[config.mk]
export PLATFORM = sky130hd
export DESIGN_NAME = ssp_tx_fifo_gen2_flat
export DESIGN_NICKNAME = d
export VERILOG_FILES = /design/src/rtl/ssp_tx_fifo_gen2_if.sv /design/src/rtl/ssp_tx_fifo_gen2.sv /design/src/flat_wrapper.sv
export SDC_FILE = /design/constraint.sdc
export NUM_CORES = 1
export LEC_CHECK = 0
export ABC_AREA = 0
export ABC_CLOCK_PERIOD_IN_PS = 1950
export CORE_ASPECT_RATIO = 1.75
export CORE_MARGIN = 3
export CORE_UTILIZATION = 40
export CTS_CLUSTER_SIZE = 8
export DETAILED_ROUTE_END_ITERATION = 16
export GPL_TIMING_DRIVEN = 0
export PLACE_DENSITY = 0.72
export RECOVER_POWER = 100
export SYNTH_ARGS = -nofsm -noshare
export SYNTH_HDL_FRONTEND = slang
export SYNTH_SLANG_ARGS = --single-unit
[constraint.sdc]
create_clock -name PCLK -period 1.95 [get_ports PCLK]
set_input_delay 0.2925 -clock PCLK [delete_from_list [all_inputs] [get_ports PCLK]]
set_output_delay 0.2925 -clock PCLK [all_outputs]
set_load 0.01 [all_outputs]
[src/rtl/ssp_tx_fifo_gen2_if.sv]
// Bus bundle for ssp_tx_fifo_gen2: APB-style write port plus the SSP transmit pins.
// Optional SSP_TX_LEVEL_EN adds the FIFO level outputs TXLEVEL and SSPTXHALF.
interface ssp_tx_fifo_gen2_if #(
  parameter int DATA_W = 8,
  parameter int DEPTH  = 4
);
  localparam int CNT_W = $clog2(DEPTH + 1);

  logic              PSEL;
  logic              PWRITE;
  logic [DATA_W-1:0] PWDATA;
  logic              SSPOE_B;
  logic              SSPTXD;
  logic              SSPCLKOUT;
  logic              SSPFSSOUT;
  logic              SSPTXINTR;

`ifdef SSP_TX_LEVEL_EN
  logic [CNT_W-1:0]  TXLEVEL;
  logic              SSPTXHALF;

  modport master (
    output PSEL, PWRITE, PWDATA,
    input  SSPOE_B, SSPTXD, SSPCLKOUT, SSPFSSOUT, SSPTXINTR, TXLEVEL, SSPTXHALF
  );
  modport slave (
    input  PSEL, PWRITE, PWDATA,
    output SSPOE_B, SSPTXD, SSPCLKOUT, SSPFSSOUT, SSPTXINTR, TXLEVEL, SSPTXHALF
  );
`else
  modport master (
    output PSEL, PWRITE, PWDATA,
    input  SSPOE_B, SSPTXD, SSPCLKOUT, SSPFSSOUT, SSPTXINTR
  );
  modport slave (
    input  PSEL, PWRITE, PWDATA,
    output SSPOE_B, SSPTXD, SSPCLKOUT, SSPFSSOUT, SSPTXINTR
  );
`endif
endinterface

[src/rtl/ssp_tx_fifo_gen2.sv]
// SSP transmit path: DEPTH-entry write FIFO feeding an MSB-first framed serialiser at PCLK/2.
// Optional SSP_TX_LEVEL_EN drives TXLEVEL (FIFO count) and SSPTXHALF (count <= DEPTH/2).
module ssp_tx_fifo_gen2 #(
  parameter int DATA_W = 8,
  parameter int DEPTH  = 4
) (
  input  logic               PCLK,
  input  logic               CLEAR_B,
  ssp_tx_fifo_gen2_if.slave  bus
);
  localparam int CNT_W = $clog2(DEPTH + 1);
  localparam int PTR_W = $clog2(DEPTH);
  localparam int BIT_W = $clog2(DATA_W + 1);
  localparam logic [CNT_W-1:0] FULL_CNT = CNT_W'(DEPTH);
  localparam logic [BIT_W-1:0] LAST_BIT = BIT_W'(DATA_W);

  typedef enum logic [1:0] {
    ST_IDLE,
    ST_FRAME,
    ST_SHIFT,
    ST_DRAIN
  } state_e;

  state_e            state_q, state_d;
  logic              sclk_q;
  logic [DATA_W-1:0] mem_q [DEPTH];
  logic [PTR_W-1:0]  wptr_q, wptr_d;
  logic [PTR_W-1:0]  rptr_q, rptr_d;
  logic [CNT_W-1:0]  count_q, count_d;
  logic              intr_q;
  logic [DATA_W-1:0] sh_q, sh_d;
  logic [BIT_W-1:0]  bit_cnt_q, bit_cnt_d;
  logic              txd_q, txd_d;
  logic              fss_q, fss_d;
  logic              oe_b_q, oe_b_d;
  logic              r_edge, f_edge;
  logic              full, push, pop;

  // sclk_q is the current SSPCLKOUT level, so the edge about to happen flips it.
  assign r_edge = ~sclk_q;
  assign f_edge = sclk_q;
  assign full   = (count_q == FULL_CNT);
  assign push   = bus.PSEL & bus.PWRITE & ~full;

  // NOTE: every signal gets a default before the case, so no path can infer a latch.
  always_comb begin
    state_d   = state_q;
    sh_d      = sh_q;
    bit_cnt_d = bit_cnt_q;
    txd_d     = txd_q;
    fss_d     = fss_q;
    oe_b_d    = oe_b_q;
    pop       = 1'b0;

    unique case (state_q)
      ST_IDLE: begin
        if (f_edge && count_q != '0) begin
          pop       = 1'b1;
          sh_d      = mem_q[rptr_q];
          bit_cnt_d = '0;
          fss_d     = 1'b1;
          oe_b_d    = 1'b0;
          state_d   = ST_FRAME;
        end
      end
      ST_FRAME: begin
        if (r_edge) begin
          txd_d     = sh_q[DATA_W-1];
          sh_d      = {sh_q[DATA_W-2:0], 1'b0};
          bit_cnt_d = bit_cnt_q + BIT_W'(1);
        end else begin
          fss_d   = 1'b0;
          state_d = ST_SHIFT;
        end
      end
      ST_SHIFT: begin
        if (r_edge) begin
          if (bit_cnt_q != LAST_BIT) begin
            txd_d     = sh_q[DATA_W-1];
            sh_d      = {sh_q[DATA_W-2:0], 1'b0};
            bit_cnt_d = bit_cnt_q + BIT_W'(1);
          end
        end else if (bit_cnt_q == LAST_BIT) begin
          // Chaining the next word here keeps SSPOE_B low with no idle gap.
          if (count_q != '0) begin
            pop       = 1'b1;
            sh_d      = mem_q[rptr_q];
            bit_cnt_d = '0;
            fss_d     = 1'b1;
            state_d   = ST_FRAME;
          end else begin
            state_d = ST_DRAIN;
          end
        end
      end
      ST_DRAIN: begin
        if (f_edge) begin
          oe_b_d  = 1'b1;
          txd_d   = 1'b0;
          state_d = ST_IDLE;
        end
      end
      default: state_d = ST_IDLE;
    endcase
  end

  always_comb begin
    wptr_d  = push ? wptr_q + PTR_W'(1) : wptr_q;
    rptr_d  = pop  ? rptr_q + PTR_W'(1) : rptr_q;
    count_d = count_q;
    if (push && !pop) begin
      count_d = count_q + CNT_W'(1);
    end else if (!push && pop) begin
      count_d = count_q - CNT_W'(1);
    end
  end

  // NOTE: state uses non-blocking assignments so all flops update from pre-edge values.
  always_ff @(posedge PCLK or negedge CLEAR_B) begin
    if (!CLEAR_B) begin
      state_q   <= ST_IDLE;
      sclk_q    <= 1'b0;
      wptr_q    <= '0;
      rptr_q    <= '0;
      count_q   <= '0;
      intr_q    <= 1'b0;
      sh_q      <= '0;
      bit_cnt_q <= '0;
      txd_q     <= 1'b0;
      fss_q     <= 1'b0;
      oe_b_q    <= 1'b1;
    end else begin
      state_q   <= state_d;
      sclk_q    <= ~sclk_q;
      wptr_q    <= wptr_d;
      rptr_q    <= rptr_d;
      count_q   <= count_d;
      intr_q    <= (count_d == FULL_CNT);
      sh_q      <= sh_d;
      bit_cnt_q <= bit_cnt_d;
      txd_q     <= txd_d;
      fss_q     <= fss_d;
      oe_b_q    <= oe_b_d;
    end
  end

  // NOTE: FIFO storage is deliberately not reset; pointers and count define which entries are valid.
  always_ff @(posedge PCLK) begin
    if (push) begin
      mem_q[wptr_q] <= bus.PWDATA;
    end
  end

  assign bus.SSPOE_B   = oe_b_q;
  assign bus.SSPTXD    = txd_q;
  assign bus.SSPCLKOUT = sclk_q;
  assign bus.SSPFSSOUT = fss_q;
  assign bus.SSPTXINTR = intr_q;

`ifdef SSP_TX_LEVEL_EN
  logic half_q;

  always_ff @(posedge PCLK or negedge CLEAR_B) begin
    if (!CLEAR_B) begin
      half_q <= 1'b1;
    end else begin
      half_q <= (count_d <= CNT_W'(DEPTH / 2));
    end
  end

  assign bus.TXLEVEL   = count_q;
  assign bus.SSPTXHALF = half_q;
`endif

endmodule
[src/flat_wrapper.sv]
// flat-port wrapper written by rule: the top's interface ports become plain ports
module ssp_tx_fifo_gen2_flat 
#(
  parameter int DATA_W = 8,
  parameter int DEPTH  = 4
)
  (PCLK, CLEAR_B, bus_PSEL, bus_PWRITE, bus_PWDATA, bus_SSPOE_B, bus_SSPTXD, bus_SSPCLKOUT, bus_SSPFSSOUT, bus_SSPTXINTR);
  ssp_tx_fifo_gen2_if #(.DATA_W(DATA_W), .DEPTH(DEPTH)) bus_i ();
  input  logic PCLK;
  input  logic CLEAR_B;
  input wire logic [$bits(bus_i.PSEL)-1:0] bus_PSEL;
  input wire logic [$bits(bus_i.PWRITE)-1:0] bus_PWRITE;
  input wire logic [$bits(bus_i.PWDATA)-1:0] bus_PWDATA;
  output wire logic [$bits(bus_i.SSPOE_B)-1:0] bus_SSPOE_B;
  output wire logic [$bits(bus_i.SSPTXD)-1:0] bus_SSPTXD;
  output wire logic [$bits(bus_i.SSPCLKOUT)-1:0] bus_SSPCLKOUT;
  output wire logic [$bits(bus_i.SSPFSSOUT)-1:0] bus_SSPFSSOUT;
  output wire logic [$bits(bus_i.SSPTXINTR)-1:0] bus_SSPTXINTR;
  assign bus_i.PSEL = bus_PSEL;
  assign bus_i.PWRITE = bus_PWRITE;
  assign bus_i.PWDATA = bus_PWDATA;
  assign bus_SSPOE_B = bus_i.SSPOE_B;
  assign bus_SSPTXD = bus_i.SSPTXD;
  assign bus_SSPCLKOUT = bus_i.SSPCLKOUT;
  assign bus_SSPFSSOUT = bus_i.SSPFSSOUT;
  assign bus_SSPTXINTR = bus_i.SSPTXINTR;
  ssp_tx_fifo_gen2 #(.DATA_W(DATA_W), .DEPTH(DEPTH)) u_core (.PCLK(PCLK), .CLEAR_B(CLEAR_B), .bus(bus_i));
endmodule
==> load_flow_metrics.sql <==
INSERT INTO impl_metrics (metric_group, metric, value, unit) VALUES
('critical_path', 'worst_path_largest_cell_delay', '0.39', 'ns'),
('drt', 'wl_per_cell', '14.8', 'um'),
('clock_network', 'tritoncts', 'built', ''),
('clock_network', 'worst_skew_pair.late_latency', '0.32', 'ns'),
('placed_design', 'dp.final_hpwl', '3.28', 'mm'),
('yosys', 'post-synth-top-count-cell', 'sky130_fd_sc_hd__edfxtp_1', ''),
('floorplanning', 'row_count', '39', ''),
('yosys', 'synth_seq_cells', '58', ''),
('floorplanning', 'floorplan.initialDensity', '41.4', '%'),
('sta', 'slew_viol_final', '0', ''),
('critical_path', 'worst-endpoint-arrival', '2.10', 'ns'),
('drt', 'drt_pass1_iterations', '4', ''),
('global_route', 'grt_start_max_net_pins', '27', ''),
('clock_network', 'clkTransAtPathRegs', '0.05', 'ns'),
('clock_network', 'cts_hold_buffers', '0', ''),
('drt', 'first_iter_violations', '68', ''),
('yosys', 'syn-cell-area', '2710', 'um2'),
('global_route', 'grt_first_pass_wirelength', '8.37', 'mm'),
('sta', 'hold_slack', '0.315', 'ns'),
('critical_path', 'critPathMostFrequentCell', 'sky130_fd_sc_hd__o31a_1', ''),
('clock_network', 'bufs_on_longest_clock_path', '2', ''),
('floorplanning', 'fp.dieW', '68.2', 'um'),
('critical_path', 'worst_path_max_delay_cell', 'sky130_fd_sc_hd__dfrtp_1', ''),
('placed_design', 'port_bufs', '16', ''),
('drt', 'final_antenna_net_count', '0', ''),
('sta', 'fin_skew', '0.00492', 'ns'),
('critical_path', 'cp.required', '2.15', 'ns'),
('status', 'status', 'finished clean', ''),
('layout', 'post_route_cells_drive_above_1_share', '25.5', '%'),
('floorplanning', 'design.core.area', '6540', 'um2'),
('sta', 'final_hold_viol_count', '0', ''),
('global_route', 'total_overflow_reported_by_the_global_router', '0', ''),
('layout', 'area.growth.synth_to_final', '28.0', '%'),
('clock_network', 'cts-root-buf', 'sky130_fd_sc_hd__clkbuf_16', ''),
('clock_network', 'numCtsBuffers', '9', ''),
('layout', 'num_antenna_cells', '0', ''),
('pwr', 'peakVddDrop', '0.915', 'mV'),
('layout', 'finish.instance_area', '3460', 'um2'),
('yosys', 'synth_top_area_cell', 'sky130_fd_sc_hd__edfxtp_1', ''),
('drt', 'routed_via_density', '5.19', ''),
('placed_design', 'globalplace.congestion', '0.804', ''),
('global_route', 'initial_antenna_violation_count', '0', ''),
('pwr', 'power_density', '1660', 'nW/um2'),
('drt', 'wl', '5.00', 'mm'),
('floorplanning', 'ios', '17', ''),
('yosys', 'synth_sequential_area_ratio', '59.6', '%'),
('global_route', 'vias_in_the_first_global_route', '1766', ''),
('layout', 'nNetsFinal', '278', ''),
('critical_path', 'worst_setup_path_end_kind', 'flip-flop', ''),
('yosys', 'synth_area_per_cell', '12.9', 'um2'),
('clock_network', 'cts_num_sinks', '58', ''),
('yosys', 'synth.cells.most_frequent', '32 x sky130_fd_sc_hd__edfxtp_1, 25 x sky130_fd_sc_hd__dfrtp_1, 19 x sky130_fd_sc_hd__nand2_1', ''),
('yosys', 'yosys-top-cells-area', 'sky130_fd_sc_hd__edfxtp_1 36%, sky130_fd_sc_hd__dfrtp_1 23%, sky130_fd_sc_hd__mux4_2 6.7%', ''),
('sta', 'setup_violators_final', '0', ''),
('worst_hold_path', 'worstHoldPathType', 'in2async', ''),
('sta', 'max_slew_margin', '2.44', '%'),
('drt', 'via_count', '1748', ''),
('sta', 'timing.fmax', '0.526', 'GHz'),
('pwr', 'p_leak', '1.37', 'nW'),
('sta', 'layout_min_cycle_time', '1.90', 'ns'),
('sta', 'grt_setup_unrepaired', 'true', ''),
('yosys', 'synth_cell_types', '41', ''),
('floorplanning', 'floorplan.die.height', '115', 'um'),
('critical_path', 'cp-start-kind', 'flip-flop', ''),
('placed_design', 'placedInstanceArea', '2970', 'um2'),
('sta', 'worst-slew-pin-transition', '1.46', 'ns'),
('yosys', 'synth_top_area_share', '35.5', '%'),
('drt', 'drt_drc_violations_left', '0', ''),
('clock_network', 'cts_htree_levels', '3', ''),
('critical_path', 'critical_path_peak_fanout', '5', ''),
('yosys', 'post_synth_inst_count', '210', ''),
('global_route', 'grt_util_all_layers', '14.7', '%'),
('sta', 'final_min_period_over_clock_period', '97.5', '%'),
('critical_path', 'crit_chain', 'inv_2 -> ha_2 -> buf_6 -> and4b_4 -> nor2_2 -> o31a_1 -> nor3b_1 -> o31a_1', ''),
('yosys', 'asyncSetResetFlopFracSynth', '44.8', '%'),
('yosys', 'synthesis.yosys.warnings', '0', ''),
('yosys', 'synth-edff-count', '32', ''),
('floorplanning', 'dieArea', '7830', 'um2'),
('yosys', 'ys.flop_type', 'sky130_fd_sc_hd__edfxtp_1', ''),
('critical_path', 'worstSetupPathType', 'reg2reg', ''),
('job', 'cap_violations', '0', ''),
('yosys', 'syn_nets', '236', '');
[repair_timing]
action                                  CTS  global route
resized for setup                        12            18
pin swaps                                 1             5
buffers inserted                          9             6
endpoints found under the setup margin   46            15
[cell type report]
cell class                      count  area (um2)
Inverter                           11        41.3
Clock inverter                      5        71.3
Timing Repair Buffer               31         267
Tap cell                           82         103
Buffer                              7        53.8
Clock buffer                        9         225
Fill cell                         560        3080
Sequential cell                    58        1610
Multi-Input combinational cell    134        1090
[state kept, by name (all words and copies together), names as in the netlist, 2 cells and up]
name              cells
u_core.mem_q         32
u_core.sh_q           8
u_core.bit_cnt_q      4
u_core.count_q        3
u_core.rptr_q         2
u_core.state_q        2
u_core.wptr_q         2
[metal layers]
layer	wire (um)	track usage [%]	up-vias
met5	0	0	-
met4	116	7.97	0
met3	110	3.81	8
met2	2760	25.0	26
met1	2010	16.2	869
li1	-	-	845
[cells by family (layout without fill, tap and decap cells)]
logic type | after synthesis | in the layout | synth area share, %
fa+ha+maj | 14 | 14 | 6.47
simple gates | 63 | 63 | 12.6
flops | 58 | 58 | 59.6
buf+inv | 18 | 63 | 3.10
compound gates | 42 | 42 | 9.20
xor+xnor | 5 | 5 | 1.62
mux | 10 | 10 | 7.40
[through the flow]
| stage | setup TNS (ns) | worst slack (ns) | total power [W] | utilization [%] | instances |
|---|---|---|---|---|---|
| global route | -0.0318 | -0.0201 | 0.00612 | 53.0 | 337 |
| floorplan | 0 | 0.0518 | 0.00325 | - | 210 |
| CTS | 0 | 0.00450 | 0.00555 | 51.5 | 331 |
| global placement | -3.12 | -0.0987 | 0.00369 | 45.4 | 308 |
| detailed placement | -4.28 | -0.124 | 0.00376 | 45.4 | 308 |
| finish | 0 | 0.0478 | 0.00573 | 53.0 | 337 |
[path summary, 6_finish.rpt]
kind | start | endpoint | slack (ns) | cells past startpoint
max reg2reg | u_core.state_q[0] | u_core.bus.SSPTXINTR | 0.05 | 8
max | u_core.state_q[0] | u_core.bus.SSPTXINTR | 0.05 | 8
min reg2reg | u_core.bus.SSPFSSOUT | u_core.bus.SSPFSSOUT | 0.48 | 2
min | CLEAR_B | u_core.wptr_q[0] | 0.32 | 1
min in group PCLK | u_core.bus.SSPFSSOUT | u_core.bus.SSPFSSOUT | 0.48 | 2
max in group asynchronous | CLEAR_B | u_core.bit_cnt_q[0] | 0.78 | 1
[cell usage in the layout, fill, tap and decap left out, types with 3 or more instances in the layout]
cell / Yosys / routed
sky130_fd_sc_hd__nand2_1: 19 / 19
sky130_fd_sc_hd__clkinv_1: 0 / 3
sky130_fd_sc_hd__nor3_1: 4 / 4
sky130_fd_sc_hd__o31a_1: 3 / 3
sky130_fd_sc_hd__dlygate4sd3_1: 0 / 8
sky130_fd_sc_hd__clkdlybuf4s50_1: 0 / 7
sky130_fd_sc_hd__and2_2: 0 / 3
sky130_fd_sc_hd__edfxtp_1: 32 / 32
sky130_fd_sc_hd__clkbuf_16: 0 / 9
sky130_fd_sc_hd__nand3_1: 4 / 4
sky130_fd_sc_hd__ha_1: 14 / 10
sky130_fd_sc_hd__inv_1: 10 / 9
sky130_fd_sc_hd__dfrtp_1: 25 / 25
sky130_fd_sc_hd__buf_4: 1 / 16
sky130_fd_sc_hd__xnor2_1: 4 / 4
sky130_fd_sc_hd__a21oi_1: 13 / 12
sky130_fd_sc_hd__nor2_1: 10 / 7
sky130_fd_sc_hd__nor2b_1: 9 / 8
sky130_fd_sc_hd__mux4_2: 8 / 8
sky130_fd_sc_hd__o21ai_0: 17 / 16
sky130_fd_sc_hd__ha_2: 0 / 3
sky130_fd_sc_hd__nor2_2: 1 / 3
[worst max-delay path: cells and delay by family, from the launching register on]
kind	cells	cell delay [ns]
AOI/OAI and AO/OA	2	0.57
adders and majority gates	1	0.17
DFF	1	0.39
buffers and inverters	2	0.18
and+or+nand+nor	3	0.49
[power breakdown]
group | internal (W) | switching, W
Clock | 0.00109 | 0.000488
Sequential | 0.00161 | 0.000153
Combinational | 0.00114 | 0.00126
Power figures use the tool's default switching activity.
